--- src/rtl/rv32_trap_pkg.sv ---
// Package: rv32_trap_pkg
// Shared definitions for the machine-mode trap controller.
// Contents: FSM state encoding, mcause exception and interrupt codes,
// PC mux select constants, the registered control-output bundle, and
// the helper that decodes that bundle from a state.
// Optional feature macro: TRAP_CTRL_WFI_EN adds the S_WFI state.
package rv32_trap_pkg;

   typedef enum logic [2:0] {
      S_RESET       = 3'd0,
      S_OPERATING   = 3'd1,
      S_TRAP_TAKEN  = 3'd2,
      S_TRAP_RETURN = 3'd3
`ifdef TRAP_CTRL_WFI_EN
      , S_WFI       = 3'd4
`endif
   } state_t;

   // Exception codes (mcause[31] = 0)
   localparam logic [3:0] CAUSE_MISALIGNED_INSTR = 4'd0;
   localparam logic [3:0] CAUSE_ILLEGAL_INSTR    = 4'd2;
   localparam logic [3:0] CAUSE_BREAKPOINT       = 4'd3;
   localparam logic [3:0] CAUSE_MISALIGNED_LOAD  = 4'd4;
   localparam logic [3:0] CAUSE_MISALIGNED_STORE = 4'd6;
   localparam logic [3:0] CAUSE_ECALL_M          = 4'd11;

   // Interrupt codes (mcause[31] = 1)
   localparam logic [3:0] CAUSE_MSI = 4'd3;
   localparam logic [3:0] CAUSE_MTI = 4'd7;
   localparam logic [3:0] CAUSE_MEI = 4'd11;

   // PC mux select
   localparam logic [1:0] PC_SRC_BOOT = 2'b00;
   localparam logic [1:0] PC_SRC_NEXT = 2'b01;
   localparam logic [1:0] PC_SRC_TRAP = 2'b10;
   localparam logic [1:0] PC_SRC_MEPC = 2'b11;

   // Strobes and selects that are held in flops and presented per state
   typedef struct packed {
      logic       set_cause;
      logic       misaligned_exception;
      logic       set_epc;
      logic       mie_clear;
      logic       mie_set;
      logic       flush;
      logic [1:0] pc_src;
   } ctrl_t;

   // Only address-misaligned exceptions put a faulting address into mtval
   function automatic logic is_misaligned_code(input logic [3:0] cause);
      return (cause == CAUSE_MISALIGNED_INSTR) ||
             (cause == CAUSE_MISALIGNED_LOAD)  ||
             (cause == CAUSE_MISALIGNED_STORE);
   endfunction

   function automatic ctrl_t decode_ctrl(input state_t st,
                                         input logic [3:0] cause,
                                         input logic is_int);
      ctrl_t c;
      c = '0;
      case (st)
         S_RESET: begin
            c.pc_src = PC_SRC_BOOT;
            c.flush  = 1'b1;
         end
         S_OPERATING: c.pc_src = PC_SRC_NEXT;
         S_TRAP_TAKEN: begin
            c.set_cause            = 1'b1;
            c.set_epc              = 1'b1;
            c.mie_clear            = 1'b1;
            c.pc_src               = PC_SRC_TRAP;
            c.flush                = 1'b1;
            c.misaligned_exception = !is_int && is_misaligned_code(cause);
         end
         S_TRAP_RETURN: begin
            c.mie_set = 1'b1;
            c.pc_src  = PC_SRC_MEPC;
            c.flush   = 1'b1;
         end
`ifdef TRAP_CTRL_WFI_EN
         S_WFI: c.pc_src = PC_SRC_NEXT;
`endif
         default: c = '0;
      endcase
      return c;
   endfunction

endpackage

--- src/rtl/trap_cause_enc_rv32.sv ---
// Module: trap_cause_enc_rv32
// Combinational priority encoder from exception/interrupt sources to a
// trap request.
// Ports:
//   exception sources (misaligned_instr, illegal_instr, ebreak, ecall,
//   misaligned_load, misaligned_store), mie (mstatus.MIE), meie/mtie/msie
//   enables, meip/mtip/msip pending lines          -> inputs
//   trap_valid   trap requested (exception, or enabled irq with mie)
//   int_or_exc   1 = the request is an interrupt
//   cause        mcause code of the winning source
//   irq_pending  some enabled irq is pending, independent of mie
//   irq_cause    code of the highest-priority enabled pending irq
module trap_cause_enc_rv32 (
   input  logic       misaligned_instr,
   input  logic       illegal_instr,
   input  logic       ebreak,
   input  logic       ecall,
   input  logic       misaligned_load,
   input  logic       misaligned_store,
   input  logic       mie,
   input  logic       meie,
   input  logic       mtie,
   input  logic       msie,
   input  logic       meip,
   input  logic       mtip,
   input  logic       msip,
   output logic       trap_valid,
   output logic       int_or_exc,
   output logic [3:0] cause,
   output logic       irq_pending,
   output logic [3:0] irq_cause
);
   import rv32_trap_pkg::*;

   logic       exc_valid;
   logic [3:0] exc_cause;

   always_comb begin
      // NOTE: every variable gets a default before the priority chain so no
      // path leaves it unassigned, which would infer a latch.
      exc_valid = 1'b1;
      exc_cause = CAUSE_MISALIGNED_INSTR;
      if (misaligned_instr)      exc_cause = CAUSE_MISALIGNED_INSTR;
      else if (illegal_instr)    exc_cause = CAUSE_ILLEGAL_INSTR;
      else if (ebreak)           exc_cause = CAUSE_BREAKPOINT;
      else if (ecall)            exc_cause = CAUSE_ECALL_M;
      else if (misaligned_load)  exc_cause = CAUSE_MISALIGNED_LOAD;
      else if (misaligned_store) exc_cause = CAUSE_MISALIGNED_STORE;
      else                       exc_valid = 1'b0;
   end

   always_comb begin
      irq_pending = (meip & meie) | (msip & msie) | (mtip & mtie);
      if (meip & meie)      irq_cause = CAUSE_MEI;
      else if (msip & msie) irq_cause = CAUSE_MSI;
      else                  irq_cause = CAUSE_MTI;
   end

   // Exceptions always win; interrupts only count when globally enabled
   assign trap_valid = exc_valid | (mie & irq_pending);
   assign int_or_exc = !exc_valid & mie & irq_pending;
   assign cause      = exc_valid ? exc_cause : irq_cause;

endmodule

--- src/rtl/trap_ctrl_rv32.sv ---
// Module: trap_ctrl_rv32
// Machine-mode trap control FSM. Sequences trap entry, MRET and PC
// redirection, and produces the strobes for mcause/mtval/mepc/mstatus.
// Parameter: RESET_HOLD (1..15) cycles spent in S_RESET.
// Optional feature macro: TRAP_CTRL_WFI_EN adds wfi_in and the S_WFI state.
// Ports:
//   clk_in, rst_in (async active-low), ready_in (FSM advances only when 1)
//   exception sources, mret_in, mie_in, interrupt enables/pending -> inputs
//   set_cause_out, misaligned_exception_out, cause_out, int_or_exc_out,
//   set_epc_out, mie_clear_out, mie_set_out   -> CSR file
//   instret_inc_out                            -> minstret
//   pc_src_out, flush_out                      -> fetch stage
// Strobes are held while ready_in=0; consumers act on (strobe & ready_in).
module trap_ctrl_rv32 #(
   parameter int RESET_HOLD = 1
) (
   input  logic       clk_in,
   input  logic       rst_in,
   input  logic       ready_in,
   input  logic       illegal_instr_in,
   input  logic       misaligned_instr_in,
   input  logic       misaligned_load_in,
   input  logic       misaligned_store_in,
   input  logic       ecall_in,
   input  logic       ebreak_in,
   input  logic       mret_in,
   input  logic       mie_in,
   input  logic       meie_in,
   input  logic       mtie_in,
   input  logic       msie_in,
   input  logic       meip_in,
   input  logic       mtip_in,
   input  logic       msip_in,
`ifdef TRAP_CTRL_WFI_EN
   input  logic       wfi_in,
`endif
   output logic       set_cause_out,
   output logic       misaligned_exception_out,
   output logic [3:0] cause_out,
   output logic       int_or_exc_out,
   output logic       set_epc_out,
   output logic       mie_clear_out,
   output logic       mie_set_out,
   output logic       instret_inc_out,
   output logic [1:0] pc_src_out,
   output logic       flush_out
);
   import rv32_trap_pkg::*;

   localparam logic [3:0] HOLD_LAST = 4'(RESET_HOLD);

   logic       trap_valid;
   logic       trap_int;
   logic [3:0] trap_cause;
   logic       irq_pending;
   logic [3:0] irq_cause;

   state_t     state_q, state_n;
   logic [3:0] hold_q, hold_n;
   logic [3:0] cause_q, cause_n;
   logic       int_q, int_n;
   logic       retire;
   ctrl_t      ctrl_q;

   trap_cause_enc_rv32 u_enc (
      .misaligned_instr (misaligned_instr_in),
      .illegal_instr    (illegal_instr_in),
      .ebreak           (ebreak_in),
      .ecall            (ecall_in),
      .misaligned_load  (misaligned_load_in),
      .misaligned_store (misaligned_store_in),
      .mie              (mie_in),
      .meie             (meie_in),
      .mtie             (mtie_in),
      .msie             (msie_in),
      .meip             (meip_in),
      .mtip             (mtip_in),
      .msip             (msip_in),
      .trap_valid       (trap_valid),
      .int_or_exc       (trap_int),
      .cause            (trap_cause),
      .irq_pending      (irq_pending),
      .irq_cause        (irq_cause)
   );

   always_comb begin
      state_n = state_q;
      hold_n  = hold_q;
      cause_n = cause_q;
      int_n   = int_q;
      retire  = 1'b0;
      case (state_q)
         // The first clock after reset loads the S_RESET outputs; the
         // counter then spans RESET_HOLD visible boot cycles.
         S_RESET: begin
            if (hold_q == HOLD_LAST) state_n = S_OPERATING;
            else                     hold_n  = hold_q + 4'd1;
         end
         S_OPERATING: begin
            if (trap_valid) begin
               state_n = S_TRAP_TAKEN;
               cause_n = trap_cause;
               int_n   = trap_int;
            end else if (mret_in) begin
               state_n = S_TRAP_RETURN;
`ifdef TRAP_CTRL_WFI_EN
            end else if (wfi_in) begin
               // WFI itself retires; sleeping starts on the next cycle
               state_n = S_WFI;
               retire  = 1'b1;
`endif
            end else begin
               retire = 1'b1;
            end
         end
         S_TRAP_TAKEN, S_TRAP_RETURN: state_n = S_OPERATING;
`ifdef TRAP_CTRL_WFI_EN
         // Wake on any enabled pending irq; only trap if globally enabled
         S_WFI: begin
            if (irq_pending) begin
               if (mie_in) begin
                  state_n = S_TRAP_TAKEN;
                  cause_n = irq_cause;
                  int_n   = 1'b1;
               end else begin
                  state_n = S_OPERATING;
               end
            end
         end
`endif
         default: state_n = S_RESET;
      endcase
   end

   // NOTE: sequential state uses non-blocking assignments so every flop
   // samples the pre-edge values regardless of statement order.
   always_ff @(posedge clk_in or negedge rst_in) begin
      if (!rst_in) begin
         state_q <= S_RESET;
         hold_q  <= 4'd0;
         cause_q <= 4'd0;
         int_q   <= 1'b0;
         ctrl_q  <= '0;
      end else if (ready_in) begin
         state_q <= state_n;
         hold_q  <= hold_n;
         cause_q <= cause_n;
         int_q   <= int_n;
         ctrl_q  <= decode_ctrl(state_n, cause_n, int_n);
      end
   end

   assign set_cause_out            = ctrl_q.set_cause;
   assign misaligned_exception_out = ctrl_q.misaligned_exception;
   assign set_epc_out              = ctrl_q.set_epc;
   assign mie_clear_out            = ctrl_q.mie_clear;
   assign mie_set_out              = ctrl_q.mie_set;
   assign pc_src_out               = ctrl_q.pc_src;
   assign flush_out                = ctrl_q.flush;
   assign cause_out                = cause_q;
   assign int_or_exc_out           = int_q;
   // Retirement is only known in the cycle it happens, so it is qualified
   // by the live ready and trap decision rather than held in a flop.
   assign instret_inc_out          = retire & ready_in;

endmodule

--- config.mk ---
export PLATFORM = sky130hd
export DESIGN_NAME = trap_ctrl_rv32
export DESIGN_NICKNAME = d
export VERILOG_FILES = /design/src/rtl/rv32_trap_pkg.sv /design/src/rtl/trap_cause_enc_rv32.sv /design/src/rtl/trap_ctrl_rv32.sv
export SDC_FILE = /design/constraint.sdc
export NUM_CORES = 1
export LEC_CHECK = 0
export BUFFER_PORTS_ARGS = -buffer_cell sky130_fd_sc_hd__buf_2
export CAP_MARGIN = 20
export CORE_MARGIN = 4
export CORE_UTILIZATION = 40
export DETAILED_ROUTE_END_ITERATION = 7
export GPL_ROUTABILITY_DRIVEN = 1
export PLACE_DENSITY = 0.66
export SLEW_MARGIN = 0
export SYNTH_ARGS = -nofsm -noshare
export SYNTH_HDL_FRONTEND = slang
export SYNTH_HIERARCHICAL = 1
export SYNTH_SLANG_ARGS = --single-unit
--- constraint.sdc ---
create_clock -name clk_in -period 1.53 [get_ports clk_in]
set_clock_uncertainty 0.2 [all_clocks]
set_input_delay 0.0765 -clock clk_in [delete_from_list [all_inputs] [get_ports clk_in]]
set_output_delay 0.0765 -clock clk_in [all_outputs]
set_load 0.02 [all_outputs]
==> out/metrics.cfg, run 1 <==
[flow_run]
max-cap-violations=0

[worst_setup_path]
start_kind=input port
ff2ff_setup_slack_ns=-0.06
cp-end-kind=output pin
crit_start=meip_in
r2r-start=state_q[1]$_DFFE_PN0P_
arrival_ns=1.41
crit_path_end=instret_inc_out
reg2reg_to=hold_q[2]$_DFFE_PN0P_
worstSetupPathType=input port to output pin
rr_worst_depth=4
critPathMaxFanout=3
critPathRequiredTime_ns=1.25

[timing]
hold_viol_final=0
post-route-period-util_pct=110
setup_ws_ns=-0.160
period_needed_ns=1.69
slew_headroom_pct=72.8
tightest_slew_ns=0.407
drv_slew=0
setup_viol=11
fmax_ghz=0.592
hold_ws_ns=0.0285
rsz0062_at_grt=yes

[global_routing]
grt_pass1_wl_mm=4.17
grt_pass1_vias=941
grt_overflow=0
grtUsageTotal_pct=16.7
grt_max_degree=19
antenna_found_initial=0

[routing]
wl_mm=2.50
ant_nets=0
drtPass1Iterations=4
post-route-drc-count=0
vias_per_cell=5.05
vias=894
routedWlPerCell_um=14.1
drtIter0Drc=4

[clocking]
cts.sink_count=18
cts_made_buffers=3
insertion_delay_ns=0.30
cts_tree=yes
cts_max_level=1
clk_path_buf_depth=2
cts-root-buf=clkbuf_4
path_clk_slew_ns=0.10

[die]
rows=17
die_area_mm2=0.00326
die_height_um=57.1
dieWidth_um=57.1
top_level_ports=31
core_area_mm2=0.00225
initial_utilization_pct=42.8

[power]
peakVddDrop_uv=930
cellPowerDensity_mw_per_mm2=1430
cellLeakagePower_nw=0.764

[layout]
fin_area_mm2=0.00155
multi_input_area_um2=538
area_delta_synth_final_pct=60.2
antenna_cells=0
finalNetCount=170
n_fill_cell=190
drive_above_1_share_pct=57.7
regArea_um2=450

[synth]
yosys_warnings=6
synthesis.area_um2=965
syn-num-nets=105
synthCells=86
avgSynthCellArea_um2=11.2

[placed_design]
dp.final_hpwl_mm=1.69
place_area_mm2=0.00125
place_congestion=0.740
portBuffers=30

[run_status]
status=finished with violations
failed_checks=negative setup slack

[worst_hold_path]
min_path_type=input port to asynchronous set/reset pin

sequential cells by signal (all words and copies together), names as in the netlist, 2 cells and up:
register    cells
cause_out       4
hold_q          4
state_q         3
pc_src_out      2
placed cells by master (no fill, tap or decap), types with 2 or more instances in the layout:
cell            n
buf_2          27
buf_4          24
buf_6           9
clkbuf_4        3
dfrtp_1        18
dlygate4sd3_1   3
inv_1          13
mux2_4          6
nor2_1          4
nor4b_4         2
o21ai_0         3
o21ai_1         4
repair_timing:
| action | 4_1_cts | 5_1_grt |
|---|---|---|
| resized for setup | 15 | 11 |
| endpoints found under the hold margin | 27 | 0 |
| pin swaps | 9 | 6 |
| hold buffers | 3 | 0 |
| setup endpoints to repair | 12 | 17 |
| buffers inserted | 14 | 2 |
report_power, final:
part           switching, W  internal [W]  total [W]  leakage [nW]
registers          0.000125      0.000643   0.000768         0.232
clock network      0.000142     0.0000917   0.000233        0.0138
logic              0.000565      0.000649    0.00121         0.518
total              0.000831       0.00138    0.00221         0.764
per-stage QoR:
| stage | setup TNS, ns | std cells | total power (W) | util [%] | setup WS (ns) |
|---|---|---|---|---|---|
| after floorplan | -0.192 | 86 | 0.00133 | - | -0.0435 |
| after global placement | -1.85 | 156 | 0.00166 | 55.6 | -0.186 |
| after detailed placement | -2.15 | 156 | 0.00171 | 55.6 | -0.211 |
| after CTS | -0.499 | 176 | 0.00215 | 65.6 | -0.0963 |
| after global routing | -1.54 | 177 | 0.00237 | 68.5 | -0.217 |
| final | -0.603 | 177 | 0.00221 | 68.5 | -0.160 |
worst min path at each step:
stage             start                        to  slack [ns]  depth (start not counted)
4_1_cts        ecall_in  cause_out[3]$_DFFE_PN0P_        0.02                          3
6_report         rst_in    state_q[2]$_DFFE_PN0P_        0.03                          2
5_1_grt        ecall_in  cause_out[3]$_DFFE_PN0P_        0.04                          3
3_5_place_dp     rst_in     hold_q[0]$_DFFE_PN0P_       -0.17                          1
3_3_place_gp     rst_in     hold_q[0]$_DFFE_PN0P_       -0.17                          1
2_1_floorplan    rst_in  cause_out[0]$_DFFE_PN0P_       -0.42                          0
routing by layer:
metal,global-route usage (%),vias to the layer above,share of wire (%)
met5,0,-,0
met4,7.95,0,2.5
met3,2.04,7,3.7
met2,30.2,24,54
met1,19.4,432,40
li1,-,431,-
worst max-delay path, cell delays in order:
cell	delay, ns
buf_6	0.09
a222oi_1	0.35
buf_4	0.20
buf_6	0.10
o2111ai_4	0.11
buf_6	0.15
nor3b_2	0.18
buf_4	0.17
area by class of cell:
class / instances / share of cell area (%)
clock buffer: 3 / 1.46
inverter: 14 / 3.40
multi-input combinational: 51 / 34.8
sequential: 18 / 29.1
timing repair buffer: 63 / 28.9
tap: 28 / 2.27
Note: power is estimated with default switching activity, not from simulation.
==> inputs of run 2 (changes only) <==
--- a/config.mk
+++ b/config.mk
@@ -11,7 +11,7 @@
 export CORE_UTILIZATION = 40
 export DETAILED_ROUTE_END_ITERATION = 7
 export GPL_ROUTABILITY_DRIVEN = 1
-export PLACE_DENSITY = 0.66
+export PLACE_DENSITY = 0.64
 export SLEW_MARGIN = 0
 export SYNTH_ARGS = -nofsm -noshare
 export SYNTH_HDL_FRONTEND = slang
==> constraint.sdc (replaced) <==
create_clock -name clk_in -period 1.76 [get_ports clk_in]
set_clock_uncertainty 0.2 [all_clocks]
set_input_delay 0.088 -clock clk_in [delete_from_list [all_inputs] [get_ports clk_in]]
set_output_delay 0.088 -clock clk_in [all_outputs]
set_load 0.02 [all_outputs]
==> out/metrics.cfg, run 2 (synthesis gave the netlist of run 1 again) <==
[run_status]
status=complete, no violations

[worst_setup_path]
critPathRequiredTime_ns=1.47  ; +0.22 ns
rr_worst_depth=4  ; unchanged
cp-end-kind=output pin
crit_buf_inv=1  ; -4
start_kind=flop
crit_path_end=instret_inc_out
worstSetupPathType=flop to output pin
crit_chain=and4bb_4, nor3b_4, buf_4
slowest_delay_ns=0.42  ; +0.07 ns
cp_top_family=simple AND/OR/NAND/NOR gates
reg2reg_to=hold_q[2]$_DFFE_PN0P_
crit_start=state_q[1]$_DFFE_PN0P_
slowest_stage=dfrtp_1
critPathMaxFanout=3  ; unchanged
ff2ff_setup_slack_ns=0.09  ; +0.15 ns
r2r-start=state_q[1]$_DFFE_PN0P_
arrival_ns=1.41  ; about the same
crit_cells=3  ; -5

[layout]
layout_common_cells=buf_2 (29), dfrtp_1 (18), inv_1 (14)
area_delta_synth_final_pct=32.8
finalNetCount=147  ; -14%
drive_above_1_share_pct=44.9  ; -13 points
final_common_cell=buf_2
n_fill_cell=211  ; +11%
antenna_cells=0  ; unchanged

[power]
p_int_w=0.00104  ; -25%
p_sw_share_pct=37.6  ; +0.091 points
combPwrFrac_pct=43.5  ; -11 points
switching_power_w=0.000628  ; -25%
cellLeakagePower_nw=0.640  ; -16%
cellPowerDensity_mw_per_mm2=1300  ; -9.2%
peakVddDrop_uv=803  ; -14%
p_seq_share_pct=40.4  ; +5.7 points
pwr-share-clk_pct=16.1  ; +5.6 points

[die]
initial_utilization_pct=42.8  ; unchanged
rows=17  ; unchanged
top_level_ports=31  ; unchanged
die_height_um=57.1  ; unchanged
dieWidth_um=57.1  ; unchanged
die_area_mm2=0.00326  ; unchanged
core_area_mm2=0.00225  ; unchanged

[timing]
tightest_slew_ns=0.406  ; -0.00104 ns
setup_viol=0  ; -11
fin_tns_setup_ns=0  ; +0.603 ns
hold_viol_final=0  ; unchanged
fmax_ghz=0.588
hold_ws_ns=0.0315  ; +0.00304 ns
period_needed_ns=1.70
rsz0062_at_grt=no
slew_headroom_pct=72.9  ; about the same
post-route-period-util_pct=96.6
drv_slew=0  ; unchanged

[global_routing]
grtUsageTotal_pct=13.4  ; -3.3 points
grt_pass1_wl_mm=3.44  ; -18%
grt_max_degree=19  ; unchanged
grt_pass1_vias=813  ; -14%
antenna_found_initial=0  ; unchanged
grt_overflow=0  ; unchanged

[clocking]
cts-root-buf=clkbuf_4
clk_path_buf_depth=2  ; unchanged
insertion_delay_ns=0.30  ; about the same
cts.sink_count=18  ; unchanged
cts_max_level=1  ; unchanged
cts_tree=yes
path_clk_slew_ns=0.11  ; about the same
cts_made_buffers=3  ; unchanged

[routing]
ant_nets=0  ; unchanged
vias_per_cell=5.14  ; +1.8%
routedWlPerCell_um=14.2  ; +0.10%
drtIter0Drc=11  ; +7
vias=797  ; -11%
drtPass1Iterations=4  ; unchanged
wl_mm=2.20  ; -12%
post-route-drc-count=0  ; unchanged

[worst_hold_path]
min_path_type=input port to asynchronous set/reset pin

[placed_design]
portBuffers=30  ; unchanged
place_congestion=0.848  ; +15%
dp.final_hpwl_mm=1.59  ; -6.2%

[flow_run]
max-cap-violations=0  ; unchanged

## run 2: cell types whose count changed in the layout (fill, tap and decap cells not counted), sizes merged
cell / previous run / this run
buf: 60 / 35
dlygate4sd3: 3 / 5
clkbuf: 3 / 4
## run 2: worst min-delay path by stage
| stage | endpoint | startpoint | cells past startpoint |
|---|---|---|---|
| floorplan | cause_out[0]$_DFFE_PN0P_ | rst_in | 0 |
| global placement | pc_src_out[1]$_DFFE_PN0P_ | rst_in | 1 |
| detailed placement | pc_src_out[0]$_DFFE_PN0P_ | rst_in | 1 |
| CTS | misaligned_exception_out$_DFFE_PN0P_ | misaligned_instr_in | 5 |
| global route | cause_out[1]$_DFFE_PN0P_ | misaligned_instr_in | 3 |
| finish | flush_out$_DFFE_PN0P_ | rst_in | 2 |
## run 2: repair_timing
| action | 4_1_cts | 5_1_grt |
|---|---|---|
| setup buffers | 1 | 2 |
| endpoints found under the setup margin | 1 | 4 |
| hold buffers | 5 | 0 |
| pin swaps | 0 | 2 |
| gates resized for setup | 1 | 5 |
| endpoints found under the hold margin | 27 | 0 |
## run 2: area by class of cell
| type | count | area (µm²) | share of cell area [%] |
|---|---|---|---|
| Multi-Input combinational cell | 51 | 467 | 36.4 |
| Sequential cell | 18 | 450 | 35.2 |
| Timing Repair Buffer | 40 | 240 | 18.7 |
| Inverter | 14 | 52.6 | 4.10 |
| Clock buffer | 4 | 36.3 | 2.83 |
| Tap cell | 28 | 35.0 | 2.73 |
## run 2: metal layers
layer  track usage (%)  vias to the layer above  wire length, µm
met5                 0                        -                0
met4              5.63                        0               21
met3              2.94                        2               73
met2              23.8                       20             1170
met1              15.4                      388              928
li1                  -                      387                -
## run 2: metrics by stage
step	worst slack [ns]	total power (W)	std cells	area, µm²	util (%)
floorplan	0.0743	0.00116	86	965	-
global placement	0.0375	0.00132	143	1140	50.8
detailed placement	0.0322	0.00134	143	1140	50.8
CTS	0.0109	0.00163	153	1240	55.2
global route	0.0108	0.00179	155	1280	56.8
finish	0.0599	0.00167	155	1280	56.8
## run 2: power by group through the flow
stage	clock [W]	sequential (W)	combinational [W]
after floorplan	0	0.000773	0.000383
after global placement	0	0.000688	0.000634
after detailed placement	0	0.000694	0.000647
after CTS	0.000275	0.000678	0.000681
after global routing	0.000298	0.000692	0.000796
final	0.000269	0.000674	0.000725
==> inputs of run 3 (changes only) <==
--- a/config.mk
+++ b/config.mk
@@ -7,11 +7,13 @@
 export LEC_CHECK = 0
 export BUFFER_PORTS_ARGS = -buffer_cell sky130_fd_sc_hd__buf_2
 export CAP_MARGIN = 20
+export CELL_PAD_IN_SITES_DETAIL_PLACEMENT = 1
+export CELL_PAD_IN_SITES_GLOBAL_PLACEMENT = 1
 export CORE_MARGIN = 4
-export CORE_UTILIZATION = 40
+export CORE_UTILIZATION = 38
 export DETAILED_ROUTE_END_ITERATION = 7
 export GPL_ROUTABILITY_DRIVEN = 1
-export PLACE_DENSITY = 0.64
+export PLACE_DENSITY = 0.77
 export SLEW_MARGIN = 0
 export SYNTH_ARGS = -nofsm -noshare
 export SYNTH_HDL_FRONTEND = slang
==> constraint.sdc (replaced) <==
create_clock -name clk_in -period 1.76 [get_ports clk_in]
set_clock_uncertainty 0.2 [all_clocks]
set_input_delay 0.352 -clock clk_in [delete_from_list [all_inputs] [get_ports clk_in]]
set_output_delay 0.352 -clock clk_in [all_outputs]
set_load 0.02 [all_outputs]
==> out/metrics.cfg, run 3 (synthesis gave the netlist of run 1 again) <==
[run_status]
status=finished with violations
failed_checks=negative setup slack

[placed_design]
portBuffers=30  ; unchanged
place_area_mm2=0.00122  ; +6.8%
place_ws_ns=-0.372  ; -0.404 ns
dp.final_hpwl_mm=1.94  ; +22%
place_congestion=0.800  ; -5.7%

[worst_setup_path]
worstSetupPathType=input port to output pin
critPathMaxFanout=3  ; unchanged
arrival_ns=1.53  ; +0.12 ns
cp-end-kind=output pin
start_kind=input port
critPathRequiredTime_ns=1.21  ; -0.26 ns

[die]
die_height_um=58.4  ; +2.2%
rows=17  ; unchanged
die_area_mm2=0.00341  ; +4.5%
core_area_mm2=0.00232  ; +2.8%
initial_utilization_pct=41.6  ; -1.2 points
dieWidth_um=58.4  ; +2.2%
top_level_ports=31  ; unchanged

[power]
p_seq_share_pct=40.3  ; about the same
combPwrFrac_pct=44.9  ; +1.4 points
switching_power_w=0.000669  ; +6.6%
p_int_w=0.00105  ; +1.3%
pwr-share-clk_pct=14.7  ; -1.4 points
cellLeakagePower_nw=0.680  ; +6.2%
peakVddDrop_uv=804  ; about the same
cellPowerDensity_mw_per_mm2=1240  ; -4.7%
p_sw_share_pct=38.8  ; +1.2 points

[clocking]
path_clk_slew_ns=0.11  ; about the same
clk_path_buf_depth=2  ; unchanged
cts_tree=yes
cts-root-buf=clkbuf_4
cts_made_buffers=3  ; unchanged
insertion_delay_ns=0.30  ; about the same
cts.sink_count=18  ; unchanged
cts_max_level=1  ; unchanged

[timing]
fin_tns_setup_ns=-1.36  ; -1.36 ns
period_needed_ns=2.09  ; +0.386 ns
hold_viol_final=0  ; unchanged
post-route-period-util_pct=119  ; +22 points
setup_ws_ns=-0.327  ; -0.386 ns
drv_slew=0  ; unchanged
tightest_slew_ns=0.397  ; -0.00978 ns
slew_headroom_pct=73.6  ; +0.65 points
setup_viol=10  ; +10
fmax_ghz=0.479  ; -19%
rsz0062_at_grt=yes

[layout]
final_common_cell=buf_2
n_fill_cell=258  ; +22%
antenna_cells=0  ; unchanged
layout_common_cells=buf_2 (27), dfrtp_1 (18), inv_1 (14)
final_util_pct=59.9  ; +3.1 points
finalNetCount=151  ; +2.7%
drive_above_1_share_pct=53.4  ; +8.6 points
fin_area_mm2=0.00139  ; +8.4%
area_delta_synth_final_pct=44.0

[global_routing]
antenna_found_initial=0  ; unchanged
grtUsageTotal_pct=15.8  ; +2.4 points
grt_overflow=0  ; unchanged
grt_max_degree=19  ; unchanged
grt_pass1_vias=877  ; +7.9%
grt_pass1_wl_mm=4.16  ; +21%

[routing]
ant_nets=0  ; unchanged
vias_per_cell=5.31  ; +3.2%
post-route-drc-count=0  ; unchanged
vias=844  ; +5.9%
drtIter0Drc=19  ; +8
wl_mm=2.77  ; +26%
routedWlPerCell_um=17.4  ; +23%
drtPass1Iterations=4  ; unchanged

[flow_run]
max-cap-violations=0  ; unchanged

[worst_hold_path]
min_path_type=input port to flop

[run 3: cell types whose count changed in the layout (fill, tap and decap cells not counted), moves of 2 or more]
cell,change
dlygate4sd3_1,-4
o21ai_2,+2
buf_2,-2
buf_6,+4
buf_4,+6
o21ai_0,-4
[run 3: final timing paths]
| path | from | to | slack (ns) | cells after the start |
|---|---|---|---|---|
| setup / recovery | meie_in | instret_inc_out | -0.33 | 6 |
| min in group asynchronous | rst_in | hold_q[0]$_DFFE_PN0P_ | 0.30 | 2 |
| hold / removal | ready_in | set_cause_out$_DFFE_PN0P_ | 0.11 | 2 |
| setup reg to reg | hold_q[1]$_DFFE_PN0P_ | flush_out$_DFFE_PN0P_ | 0.09 | 5 |
| max in group asynchronous | rst_in | cause_out[2]$_DFFE_PN0P_ | 0.77 | 2 |
| hold reg to reg | cause_out[2]$_DFFE_PN0P_ | cause_out[2]$_DFFE_PN0P_ | 0.32 | 1 |
[run 3: final cells by class]
class / count / area (µm²) / share of cell area (%)
Timing Repair Buffer: 44 / 280 / 20.2
Inverter: 14 / 52.6 / 3.78
Multi-Input combinational cell: 51 / 534 / 38.5
Sequential cell: 18 / 450 / 32.4
Tap cell: 28 / 35.0 / 2.52
Clock buffer: 4 / 36.3 / 2.61
[run 3: layer usage]
metal  up-vias  routed length, µm  GRT usage [%]
met1       433               1090           20.4
met3         2                 99           4.17
li1        391                  -              -
met5         -                  0              0
met2        18               1570           26.8
met4         0                  8           2.98
[run 3: power by group through the flow]
stage / clock network, W / logic (W) / registers (W)
after floorplan: 0 / 0.000387 / 0.000773
after global placement: 0 / 0.000671 / 0.000685
after detailed placement: 0 / 0.000697 / 0.000700
after CTS: 0.000263 / 0.000717 / 0.000692
after global routing: 0.000292 / 0.000850 / 0.000721
final: 0.000254 / 0.000774 / 0.000695
[run 3: worst max-delay path, stage by stage]
cell	delay, ns
buf_6	0.09
a222oi_1	0.36
buf_4	0.19
o2111ai_4	0.15
nor3b_4	0.23
buf_6	0.14
[run 3: repair_timing]
action | in CTS | in global routing
gates resized for setup | 5 | 16
hold buffers | 1 | 0
hold endpoints to repair | 18 | 0
pin swaps | 2 | 4
endpoints found under the setup margin | 5 | 12
setup buffers | 1 | 2
[run 3: per-stage QoR]
| step | total power [W] | cells | hold slack (ns) |
|---|---|---|---|
| after floorplan | 0.00116 | 86 | -0.144 |
| after global placement | 0.00136 | 151 | 0.102 |
| after detailed placement | 0.00140 | 151 | 0.109 |
| after CTS | 0.00167 | 157 | 0.106 |
| after global routing | 0.00186 | 159 | 0.113 |
| final | 0.00172 | 159 | 0.106 |
